[src/rtl/mux_scan_pkg.sv]
`timescale 1ns/1ps
// Shared types and sizing for the mux scan sequencer and its settle timer.
package mux_scan_pkg;

    typedef enum logic [1:0] {
        IDLE    = 2'd0,
        SETTLE  = 2'd1,
        CAPTURE = 2'd2,
        DONE    = 2'd3
    } scan_state_t;

    localparam int          NUM_CH     = 4;
    localparam int          SEL_W      = 2;
    localparam int unsigned MAX_SETTLE = 255;
    localparam int          CNT_W      = $clog2(MAX_SETTLE + 1);

    function automatic logic is_last_ch(input logic [SEL_W-1:0] sel_val);
        return sel_val == SEL_W'(NUM_CH - 1);
    endfunction

endpackage

[src/rtl/mux_scan_sequencer_settle_timer.sv]
`timescale 1ns/1ps
// Settle timer: counts 0..SETTLE_CYCLES-1 while enabled, done flags the last count (combinational).
// No backpressure: load always wins, the count parks at its last value until reloaded.
module settle_timer
    import mux_scan_pkg::*;
#(
    parameter int unsigned SETTLE_CYCLES = 4
) (
    input  logic clk,
    input  logic rst_n,
    input  logic load,
    input  logic enable,
    output logic done
);

    localparam logic [CNT_W-1:0] LAST_CNT = CNT_W'(SETTLE_CYCLES - 1);

    logic [CNT_W-1:0] r_count;

    assign done = (r_count == LAST_CNT);

    always_ff @(posedge clk or negedge rst_n) begin
        if (!rst_n) begin
            r_count <= '0;
        end else if (load) begin
            r_count <= '0;
        end else if (enable && !done) begin
            r_count <= r_count + CNT_W'(1);
        end
    end

endmodule

[src/rtl/mux_scan_sequencer.sv]
`timescale 1ns/1ps
// Steps a 4:1 mux select through channels 0..3, samples each after a settle window, emits a 4-bit snapshot.
// Snapshot valid 4*(SETTLE_CYCLES+1) edges after start; no backpressure, start is ignored while busy.
module mux_scan_sequencer
    import mux_scan_pkg::*;
#(
    parameter int unsigned SETTLE_CYCLES = 4
) (
    input  logic              clk,
    input  logic              rst_n,
    input  logic              start,
    input  logic              continuous,
    input  logic              mux_in,
    output logic [SEL_W-1:0]  sel,
    output logic              busy,
    output logic [NUM_CH-1:0] sample,
    output logic              sample_valid,
    output logic [7:0]        scan_count
);

    if (SETTLE_CYCLES < 1 || SETTLE_CYCLES > MAX_SETTLE) begin : g_bad_settle
        $error("mux_scan_sequencer: SETTLE_CYCLES must be in 1..255");
    end

    scan_state_t       r_state;
    scan_state_t       w_next_state;
    logic              w_timer_load;
    logic              w_timer_en;
    logic              w_timer_done;
    logic              w_last_ch;

    logic [SEL_W-1:0]  r_sel;
    logic [NUM_CH-2:0] r_shadow;
    logic [NUM_CH-1:0] r_sample;
    logic [7:0]        r_scan_count;

    assign w_last_ch = is_last_ch(r_sel);
    assign w_timer_en = (r_state == SETTLE);

    settle_timer #(
        .SETTLE_CYCLES (SETTLE_CYCLES)
    ) u_settle_timer (
        .clk    (clk),
        .rst_n  (rst_n),
        .load   (w_timer_load),
        .enable (w_timer_en),
        .done   (w_timer_done)
    );

    always_ff @(posedge clk or negedge rst_n) begin
        if (!rst_n) begin
            r_state <= IDLE;
        end else begin
            r_state <= w_next_state;
        end
    end

    always_comb begin
        w_next_state = r_state;
        w_timer_load = 1'b0;
        case (r_state)
            IDLE: begin
                if (start) begin
                    w_next_state = SETTLE;
                    w_timer_load = 1'b1;
                end
            end
            SETTLE: begin
                if (w_timer_done) begin
                    w_next_state = CAPTURE;
                end
            end
            CAPTURE: begin
                if (w_last_ch) begin
                    w_next_state = DONE;
                end else begin
                    w_next_state = SETTLE;
                    w_timer_load = 1'b1;
                end
            end
            DONE: begin
                if (continuous) begin
                    w_next_state = SETTLE;
                    w_timer_load = 1'b1;
                end else begin
                    w_next_state = IDLE;
                end
            end
            default: begin
                w_next_state = IDLE;
            end
        endcase
    end

    // Channel 3 never lands in the shadow: it goes straight into the snapshot on the same edge.
    always_ff @(posedge clk or negedge rst_n) begin
        if (!rst_n) begin
            r_sel        <= '0;
            r_shadow     <= '0;
            r_sample     <= '0;
            r_scan_count <= '0;
        end else begin
            case (r_state)
                CAPTURE: begin
                    for (int i = 0; i < NUM_CH - 1; i++) begin
                        if (r_sel == SEL_W'(i)) begin
                            r_shadow[i] <= mux_in;
                        end
                    end
                    if (w_last_ch) begin
                        r_sample <= {mux_in, r_shadow};
                    end else begin
                        r_sel <= r_sel + SEL_W'(1);
                    end
                end
                DONE: begin
                    r_sel        <= '0;
                    r_scan_count <= r_scan_count + 8'd1;
                end
                default: begin
                    r_sel <= r_sel;
                end
            endcase
        end
    end

    assign sel          = r_sel;
    assign busy         = (r_state != IDLE);
    assign sample       = r_sample;
    assign sample_valid = (r_state == DONE);
    assign scan_count   = r_scan_count;

endmodule
[config.mk]
export PLATFORM = sky130hd
export DESIGN_NAME = mux_scan_sequencer
export DESIGN_NICKNAME = d
export VERILOG_FILES = /design/src/rtl/mux_scan_pkg.sv /design/src/rtl/mux_scan_sequencer_settle_timer.sv /design/src/rtl/mux_scan_sequencer.sv
export SDC_FILE = /design/constraint.sdc
export NUM_CORES = 1
export LEC_CHECK = 0
export ABC_AREA = 1
export CAP_MARGIN = 40
export CORE_AREA = 2 2 58 60
export DETAILED_ROUTE_END_ITERATION = 8
export DIE_AREA = 0 0 60 62
export HOLD_SLACK_MARGIN = 0.12
export PLACE_DENSITY_LB_ADDON = 0.3
export SLEW_MARGIN = 0
export SYNTH_ARGS = -nofsm -noshare
export SYNTH_HDL_FRONTEND = slang
export SYNTH_SLANG_ARGS = --single-unit
[constraint.sdc]
create_clock -name clk -period 3.5 [get_ports clk]
set_input_delay 0.7 -clock clk [delete_from_list [all_inputs] [get_ports clk]]
set_output_delay 0.7 -clock clk [all_outputs]
set_load 0.02 [all_outputs]
==> reports/metrics.csv <==
stage;metric;value;unit
status;status;complete, no violations;
route;via_count;1150;
floorplan;num_rows;21;
worst_setup_path;arrival;1640;ps
final_layout;diodes;0;
cts;cts_tree;yes;
place;pre_cts_slack;1510;ps
pwr;p_leak;0.000912;uW
cts;cts_setup_buffers;0;
pwr;switching_share;0.431;
worst_setup_path;crit_path_start_kind;flop;
place;hpwl;2.02;mm
worst_setup_path;cp_max_fo;7;
place;gp_congestion;0.807;
synthesis;ys_ff_latch;27;
route;wirelength;2.71;mm
synthesis;synth_area_per_cell;8.72;um2
pwr;seq_power_share;0.420;
timing;drv_slew;0;
final_layout;ff_latch_area;676;um2
pwr;p_comb_frac;0.460;
cts;ctsResizeCount;0;
worst_hold_path;hold_path_class;flop to flop;
pwr;p_per_area;624;nW/um2
worst_setup_path;cp_slowest_cell;clkdlybuf4s50_1;
synthesis;synthCells;170;
synthesis;seq_area_frac_synth;0.456;
worst_setup_path;slowest_delay;600;ps
pwr;ir_worst_vdd;0.444;mV
synthesis;yosysWarnings;0;
cts;numClockSinks;27;
worst_setup_path;critPathKind;flop to output port;
worst_setup_path;path_cells;nand2_4, clkinv_2, clkdlybuf4s50_1;
route;drc;0;
pwr;p_switching;478;uW
pwr;p_int;630;uW
floorplan;dieArea;3720;um2
final_layout;final_area;1770;um2
floorplan;die_h;62;um
timing;rsz0062_at_grt;false;
floorplan;ios;21;
synthesis;synth_nets;181;
cts;path_clk_slew;130;ps
timing;setup_slack;1160;ps
timing;worstMarginPinSlew;339;ps
final_layout;n_fill_cell;286;
worst_setup_path;crit_path_start;r_state[1]$_DFFE_PN0P_;
place;portBuffers;20;
timing;fmax;428;MHz
cts;insertion_delay;320;ps
cts;root_buffer;clkbuf_4;
worst_setup_path;path_buf_inv;2;
place;placed_cell_area;1750;um2
timing;setup_viol;0;
timing;period_share;0.668;
global_route;grt_usage;0.175;
synthesis;netlist_area;1480;um2
route;vias_per_cell;4.77;
route;ant_nets;0;
timing;clock_skew;8.66;ps
worst_hold_path;hp-start;sample[3]$_DFFE_PN0P_;
timing;fin_crit;2340;ps
cts;htree_num_levels;1;
job;cap_violations;0;
floorplan;core_area;3180;um2
timing;setup_tns;0;ps
worst_setup_path;end_kind;output port;
cts;cts_hold_buf;0;
timing;hold_violations;0;
floorplan;start_util;0.466;
route;first_pass_iters;4;
final_layout;multiInputGateArea;719;um2
final_layout;final_layout_size_suffix_gt1_frac;0.118;
timing;slew-limit-headroom;0.774;
global_route;grt_overflow_total;0;
route;drt_iter0_drc;48;
worst_setup_path;critPathRequiredTime;2800;ps
final_layout;area_growth;19.7;%
cts;cts_buffers;3;
global_route;grt_pass1_vias;1156;
route;avgRoutedWirePerCell;11.2;um
floorplan;die_x;60;um
global_route;grt_pass1_wl;4.84;mm
final_layout;nets;207;
worst_setup_path;crit_family;buffers and inverters;
pwr;power_frac_clock;0.120;
global_route;antenna_found_initial;0;
cts;cts_max_path_buffers;2;
worst_setup_path;reg2reg_from;sel[0]$_DFFE_PN0P_;
synthesis;synthDistinctLibCells;20;
global_route;grt_max_degree;28;
worst paths after layout:
check,to,slack [ps],cells past startpoint
worst max-delay path,sample_valid,1160,3
worst min-delay path,sample[3]$_DFFE_PN0P_,510,2
worst max register to register,u_settle_timer.r_count[3]$_DFFE_PN0P_,1970,7
worst min register to register,sample[3]$_DFFE_PN0P_,510,2
max in group asynchronous,scan_count[0]$_DFFE_PN0N_,2510,2
min in group asynchronous,scan_count[7]$_DFFE_PN0N_,730,2
metrics by stage:
step                      std cells  power (uW)  hold slack [ps]   util
after floorplan                 170         818              404      -
after global placement          237         962              469  0.550
after detailed placement        237         988              486  0.550
after CTS                       241        1120              520  0.558
after global routing            241        1210              550  0.558
final                           241        1110              515  0.558
cells in the final DEF, fill, tap and decap left out, drive strengths merged:
cell type,Yosys,routed
a21oi,3,3
buf,0,1
nand4,5,5
clkbuf,0,4
dfrtp,27,27
xor2,7,7
nor2,15,15
clkinv,1,1
o22ai,1,1
nand3,16,16
nor3,1,1
o21bai,1,1
mux2,3,3
nand2,55,55
clkdlybuf4s50,0,20
o21ai,7,7
inv,22,22
ha,6,6
cell usage after synthesis:
master | instances | share of area
nand2_1 | 52 | 0.13
dfrtp_1 | 27 | 0.46
inv_1 | 19 | 0.048
nand3_1 | 13 | 0.044
nor2_1 | 10 | 0.025
o21ai_0 | 7 | 0.024
xor2_1 | 7 | 0.041
ha_1 | 6 | 0.051
nand4_1 | 5 | 0.021
nor2_4 | 4 | 0.030
a21oi_1 | 3 | 0.010
inv_2 | 3 | 0.0076
mux2_4 | 3 | 0.030
nand2_4 | 3 | 0.023
nand3_2 | 3 | 0.020
clkinv_2 | 1 | 0.0034
nor2_8 | 1 | 0.014
nor3_4 | 1 | 0.011
o21bai_1 | 1 | 0.0051
o22ai_1 | 1 | 0.0042
final cells by class:
type | instances | area share
clock buffer | 4 | 0.0148
inverter | 23 | 0.0494
multi-input combinational | 120 | 0.406
sequential | 27 | 0.381
tap | 46 | 0.0324
timing repair buffer | 21 | 0.117
worst min-delay path: stages, from the launching register on:
cell	delay (ps)
dfrtp_1	370
nand2_1	50
o21ai_0	70
sequential cells by signal, indices dropped and copies added, names as in the netlist:
signal / cells
sel: 2
u_settle_timer.r_count: 8
r_shadow: 3
scan_count: 8
sample: 4
r_state: 2
metal layers:
layer / GRT usage / vias to the layer above / share of wire
met5: 0 / - / 0
met4: 0.0698 / 0 / 0.013
met3: 0.0331 / 2 / 0.037
met2: 0.320 / 23 / 0.50
met1: 0.203 / 532 / 0.45
li1: - / 593 / -
power groups by stage:
stage / sequential (uW) / combinational (uW) / clock (uW)
6_report: 465 / 510 / 133
5_1_grt: 481 / 574 / 154
4_1_cts: 465 / 518 / 140
3_3_place_gp: 467 / 495 / 0
2_1_floorplan: 494 / 324 / 0
3_5_place_dp: 471 / 516 / 0
cell families after synthesis:
logic type / synth area share
and+or+nand+nor: 0.320
DFF: 0.456
buffers and inverters: 0.0591
AOI/OAI and AO/OA: 0.0430
xor gates and xnor gates: 0.0414
adders and majority gates: 0.0506
muxes: 0.0304
Power figures use the tool's default switching activity.
